## config.mk

```make
export PLATFORM = sky130hd
export DESIGN_NAME = fifo_word_packer
export DESIGN_NICKNAME = d
export VERILOG_FILES = /design/src/rtl/fifo_pkg.sv /design/src/rtl/fifo_word_packer.sv
export SDC_FILE = /design/constraint.sdc
export NUM_CORES = 1
export LEC_CHECK = 0
export CAP_MARGIN = 5
export CORE_MARGIN = 5
export CORE_UTILIZATION = 25
export DETAILED_ROUTE_END_ITERATION = 8
export GPL_TIMING_DRIVEN = 0
export SKIP_LAST_GASP = 1
export SLEW_MARGIN = 25
export SYNTH_ARGS = -nofsm -noshare
export SYNTH_HDL_FRONTEND = slang
export SYNTH_SLANG_ARGS = --single-unit
```

## constraint.sdc

```tcl
create_clock -name clk -period 2.7 [get_ports clk]
set_input_delay 0.27 -clock clk [delete_from_list [all_inputs] [get_ports clk]]
set_output_delay 0.27 -clock clk [all_outputs]
set_load 0.01 [all_outputs]
```

## src/rtl/fifo_pkg.sv

```systemverilog
// Shared types and helpers for the FIFO read-side word packer.
// Holds the packer state encoding and the byte-lane keep-mask helper.
package fifo_pkg;

    typedef enum logic {FILL = 1'b0, DRAIN = 1'b1} pack_state_t;

    localparam int DATA_W    = 8;
    localparam int MAX_BYTES = 8;

    // Mask with the low n lanes set; n at or above MAX_BYTES yields all ones.
    function automatic logic [MAX_BYTES-1:0] keep_mask(input int unsigned n);
        logic [MAX_BYTES-1:0] one_v;
        one_v = {{(MAX_BYTES-1){1'b0}}, 1'b1};
        if (n >= 32'(MAX_BYTES)) begin
            keep_mask = {MAX_BYTES{1'b1}};
        end else begin
            keep_mask = (one_v << n) - one_v;
        end
    endfunction

endpackage

```

## src/rtl/fifo_word_packer.sv

```systemverilog
// Drains bytes from an 8-bit FIFO and packs them, first byte at the LSBs, into
// words on a valid/ready bus; flush emits a partial word with a lane keep mask.
module fifo_word_packer
    import fifo_pkg::*;
#(
    parameter int DATA_W         = fifo_pkg::DATA_W,
    parameter int BYTES_PER_WORD = 4
) (
    input  logic                             clk,
    input  logic                             rst_,
    input  logic                             fifo_empty,
    input  logic [DATA_W-1:0]                fifo_data_out,
    output logic                             fifo_read,
    input  logic                             flush,
    output logic                             out_valid,
    input  logic                             out_ready,
    output logic [DATA_W*BYTES_PER_WORD-1:0] out_data,
    output logic [BYTES_PER_WORD-1:0]        out_keep,
    output logic                             out_last
);

    localparam int WORD_W = DATA_W * BYTES_PER_WORD;
    localparam int CNT_W  = $clog2(BYTES_PER_WORD + 1);
    localparam logic [CNT_W-1:0] CNT_FULL = CNT_W'(BYTES_PER_WORD);
    localparam logic [CNT_W-1:0] CNT_ONE  = CNT_W'(1);

    pack_state_t                state_q, state_d;
    logic [CNT_W-1:0]           issued_q, issued_d;
    logic [CNT_W-1:0]           captured_q, captured_d;
    logic                       rd_pend_q, rd_pend_d;
    logic                       flush_pend_q, flush_pend_d;
    logic                       out_valid_q, out_valid_d;
    logic [WORD_W-1:0]          out_data_q, out_data_d;
    logic [BYTES_PER_WORD-1:0]  out_keep_q, out_keep_d;
    logic                       out_last_q, out_last_d;
    logic                       fifo_read_s;
    logic                       flush_hit_s;

    // Read strobe: only while filling, with room in the word and data in the FIFO.
    always_comb begin
        fifo_read_s = 1'b0;
        if (state_q == FILL) begin
            fifo_read_s = !fifo_empty && (issued_q < CNT_FULL) && !(flush_pend_q && fifo_empty);
        end else begin
            fifo_read_s = 1'b0;
        end
    end

    // Next-state logic for the FSM, lane counters, flush tracking and output word.
    always_comb begin
        state_d      = state_q;
        issued_d     = issued_q;
        captured_d   = captured_q;
        rd_pend_d    = rd_pend_q;
        out_valid_d  = out_valid_q;
        out_data_d   = out_data_q;
        out_keep_d   = out_keep_q;
        out_last_d   = out_last_q;
        flush_hit_s  = flush_pend_q || flush;
        flush_pend_d = flush_hit_s;

        case (state_q)
            FILL: begin
                rd_pend_d = fifo_read_s;
                if (fifo_read_s) begin
                    issued_d = issued_q + CNT_ONE;
                end else begin
                    issued_d = issued_q;
                end

                if (rd_pend_q) begin
                    out_data_d[32'(captured_q)*DATA_W +: DATA_W] = fifo_data_out;
                    captured_d = captured_q + CNT_ONE;
                    if (captured_q == CNT_FULL - CNT_ONE) begin
                        state_d     = DRAIN;
                        out_valid_d = 1'b1;
                        out_keep_d  = BYTES_PER_WORD'(keep_mask(32'(BYTES_PER_WORD)));
                        out_last_d  = 1'b0;
                        // A pending flush survives a full word only if bytes remain behind it.
                        if (fifo_empty) begin
                            flush_pend_d = 1'b0;
                        end else begin
                            flush_pend_d = flush_hit_s;
                        end
                    end else begin
                        state_d = FILL;
                    end
                end else if (flush_pend_q && fifo_empty) begin
                    flush_pend_d = 1'b0;
                    if (captured_q != {CNT_W{1'b0}}) begin
                        state_d     = DRAIN;
                        out_valid_d = 1'b1;
                        out_keep_d  = BYTES_PER_WORD'(keep_mask(32'(captured_q)));
                        out_last_d  = 1'b1;
                    end else begin
                        state_d = FILL;
                    end
                end else begin
                    state_d = FILL;
                end
            end

            DRAIN: begin
                rd_pend_d = 1'b0;
                if (out_ready) begin
                    state_d     = FILL;
                    out_valid_d = 1'b0;
                    issued_d    = {CNT_W{1'b0}};
                    captured_d  = {CNT_W{1'b0}};
                    out_data_d  = {WORD_W{1'b0}};
                    out_keep_d  = {BYTES_PER_WORD{1'b0}};
                    out_last_d  = 1'b0;
                end else begin
                    state_d = DRAIN;
                end
            end

            default: begin
                state_d = FILL;
            end
        endcase
    end

    // State and output registers; reset discards any partially packed word.
    always_ff @(posedge clk or negedge rst_) begin
        if (!rst_) begin
            state_q      <= FILL;
            issued_q     <= {CNT_W{1'b0}};
            captured_q   <= {CNT_W{1'b0}};
            rd_pend_q    <= 1'b0;
            flush_pend_q <= 1'b0;
            out_valid_q  <= 1'b0;
            out_data_q   <= {WORD_W{1'b0}};
            out_keep_q   <= {BYTES_PER_WORD{1'b0}};
            out_last_q   <= 1'b0;
        end else begin
            state_q      <= state_d;
            issued_q     <= issued_d;
            captured_q   <= captured_d;
            rd_pend_q    <= rd_pend_d;
            flush_pend_q <= flush_pend_d;
            out_valid_q  <= out_valid_d;
            out_data_q   <= out_data_d;
            out_keep_q   <= out_keep_d;
            out_last_q   <= out_last_d;
        end
    end

    assign fifo_read = fifo_read_s;
    assign out_valid = out_valid_q;
    assign out_data  = out_data_q;
    assign out_keep  = out_keep_q;
    assign out_last  = out_last_q;

endmodule
```

==> run_results.csv <==
group,metric,value,unit
place,portBuffers,51,
critical_path,worstSetupStartpoint,"captured_q[0]",
cts,cts_inserted_buffers,5,
final_layout,seqCellArea,1180,um^2
critical_path,arrival,2.81,ns
timing,slew_violations,0,
global_route,grt_max_degree,48,
global_route,grt_overflow,0,
floorplanning,io_pins,52,
timing,fin_skew,0.00457,ns
logic_synthesis,synth_area_per_cell,11.7,um^2
detailed_routing,vias_per_cell,4.64,
logic_synthesis,synthDistinctLibCells,37,
global_route,antenna_found_initial,0,
timing,hold_slack,0.485,ns
cts,cts.reportedPaths.clkPinSlew,0.09,ns
cts,htree_levels,2,
timing,tightest_slew,0.869,ns
logic_synthesis,synth.cell_area,2100,um^2
critical_path,crit_path_start_kind,"flop",
worst_hold_path,min_path_type,"reg -> reg",
timing,setup_viol,0,
logic_synthesis,yosys_register_bits,47,
power,peakVddDrop,0.343,mV
final_layout,antenna_cells,0,
place,hpwl,3.81,mm
final_layout,fin_nets,262,
worst_hold_path,holdCritStartpoint,"out_keep[0]",
cts,cts.sinks,47,
detailed_routing,first_pass_iters,4,
final_layout,syn2layout_area_growth,37.2,%
final_layout,stdcell_count,346,
critical_path,worstPathMaxFanout,10,
critical_path,reg2reg_from,"captured_q[0]",
critical_path,cp-end-kind,"flop",
place,dp.cells,336,
job,cap_violations,0,
detailed_routing,wirelength,5.20,mm
timing,finalCritPeriodShare,0.958,
timing,hold_viol_final,0,
global_route,grt_pass1_wl,8.46,mm
final_layout,drive_above_1_share,0.0996,
place,place_congestion,0.817,
timing,rsz0062_at_grt,"true",
cts,tritoncts,"yes",
logic_synthesis,synth_largest_area_cell,"dfrtp_1",
floorplanning,rows,33,
logic_synthesis,synth.area.top_cells,"dfrtp_1 (56%), a22o_1 (10%), ha_1 (5.4%)",
detailed_routing,drt_iter0_drc,59,
global_route,first_global_vias,1599,
final_layout,final_common_cell,"clkdlybuf4s50_1",
power,total_power,2.52,mW
global_route,grtUsageTotal,0.106,
outcome,status,"complete, no violations",
logic_synthesis,synth_top_area_frac,0.560,
final_layout,fill_cells,826,
floorplanning,die_h,102,um
cts,cts_buffer_depth,2,
timing,slew_headroom,0.418,
logic_synthesis,ys_warn_count,0,
detailed_routing,drc,0,
final_layout,final_cell_mix,"clkdlybuf4s50_1 (50), dfrtp_1 (47), nand2_1 (27)",
floorplanning,start_util,0.256,
critical_path,cp.required,2.92,ns
floorplanning,die-area,10300,um^2
logic_synthesis,ys_seq_area_frac,0.560,
timing,min_period,2.59,ns
logic_synthesis,syn-num-nets,202,
cts,cts_root_buffer,"clkbuf_8",
final_layout,multiInputGateArea,857,um^2
floorplanning,coreArea,8220,um^2
logic_synthesis,synthCells,180,
timing,fmax,386,MHz
power,power_density,875,nW/um^2
detailed_routing,vias,1605,
floorplanning,fp.dieW,102,um
detailed_routing,wl_per_cell,15.0,um
detailed_routing,ant_nets,0,
cts,clk-insertion-delay-late,0.30,ns
power,p_leak,1.25,nW
critical_path,worst-setup-path-type,"reg -> reg",
worst max-delay path, stage by stage (launching register included):
cell and delay, ns:
dfrtp_1 0.38, clkbuf_4 0.21, inv_1 0.11, ha_1 0.21
ha_1 0.29, buf_6 0.14, or4_4 0.54, nor3_4 0.31
buf_6 0.19, nand2_1 0.06, o21ai_0 0.07
synthesized netlist by cell type, drive strengths merged:
master / count
and2: 1
or4: 1
nor4: 1
nand4bb: 1
a22o: 24
nand3: 2
o22ai: 3
inv: 7
xnor2: 2
nand2: 27
a21oi: 6
o21ai: 12
xor2: 1
dfrtp: 47
nor2b: 2
or3b: 1
o21bai: 2
nor3: 3
ha: 9
a31oi: 5
nand2b: 3
clkbuf: 3
buf: 3
and2b: 1
a21o: 2
nor2: 6
nand4: 1
nand3b: 1
mux2i: 3
routing by layer:
layer	global-route usage	vias to the layer above	routed length (um)
met4	0.0337	0	74
met1	0.149	785	2500
met5	0	-	0
met2	0.158	46	2280
met3	0.0282	7	339
li1	-	767	-
stage by stage:
step / area [um^2] / setup TNS, ns / setup slack, ns / util
floorplan: 2100 / 0 / 0.341 / -
global placement: 2740 / 0 / 0.0224 / 0.334
detailed placement: 2740 / 0 / 0.128 / 0.333
CTS: 2870 / 0 / 0.102 / 0.349
global route: 2880 / -0.0434 / -0.0164 / 0.351
finish: 2880 / 0 / 0.112 / 0.351
sequential cells by signal (all words and copies together) (netlist names):
| register | cells |
|---|---|
| flush_pend_q | 1 |
| issued_q | 3 |
| rd_pend_q | 1 |
| state_q | 1 |
| out_valid | 1 |
| out_data | 32 |
| captured_q | 3 |
| out_keep | 4 |
| out_last | 1 |
layout make-up:
class                           count  share of cell area
Buffer                              6              0.0148
Clock buffer                        6              0.0287
Clock inverter                      2              0.0135
Inverter                            7             0.00912
Multi-Input combinational cell    120               0.298
Sequential cell                    47               0.408
Tap cell                          105              0.0456
Timing Repair Buffer               53               0.182
where the power goes:
group / leakage (nW) / total (mW) / internal [mW] / switching (mW)
clock: 0.0618 / 0.556 / 0.305 / 0.251
combinational: 0.550 / 1.00 / 0.472 / 0.529
sequential: 0.636 / 0.962 / 0.849 / 0.113
total: 1.25 / 2.52 / 1.63 / 0.893
timing repair:
action                                 in CTS  in global routing
setup endpoints to repair                   0                  7
setup buffers                               0                  1
endpoints found under the hold margin      47                  0
hold buffers                                1                  0
resized for setup                           0                  2
logic make-up (layout without fill, tap and decap cells):
logic type,Yosys count,in the layout,synth area share
AOI/OAI and AO/OA,54,54,0.195
and+or+nand+nor,51,51,0.133
DFF,47,47,0.560
buffers and inverters,13,74,0.0316
adders and majority gates,9,9,0.0536
xor gates and xnor gates,3,3,0.0125
muxes,3,3,0.0143
final timing paths:
check / end / slack, ns / depth (start not counted)
max: out_data[3] / 0.11 / 10
min: out_keep[0] / 0.49 / 1
max reg2reg: out_data[3] / 0.11 / 10
min reg2reg: out_keep[0] / 0.49 / 1
max in group asynchronous: issued_q[1] / 1.79 / 2
min in group asynchronous: out_data[27] / 0.51 / 2
Note: power is estimated with default switching activity, not from simulation.
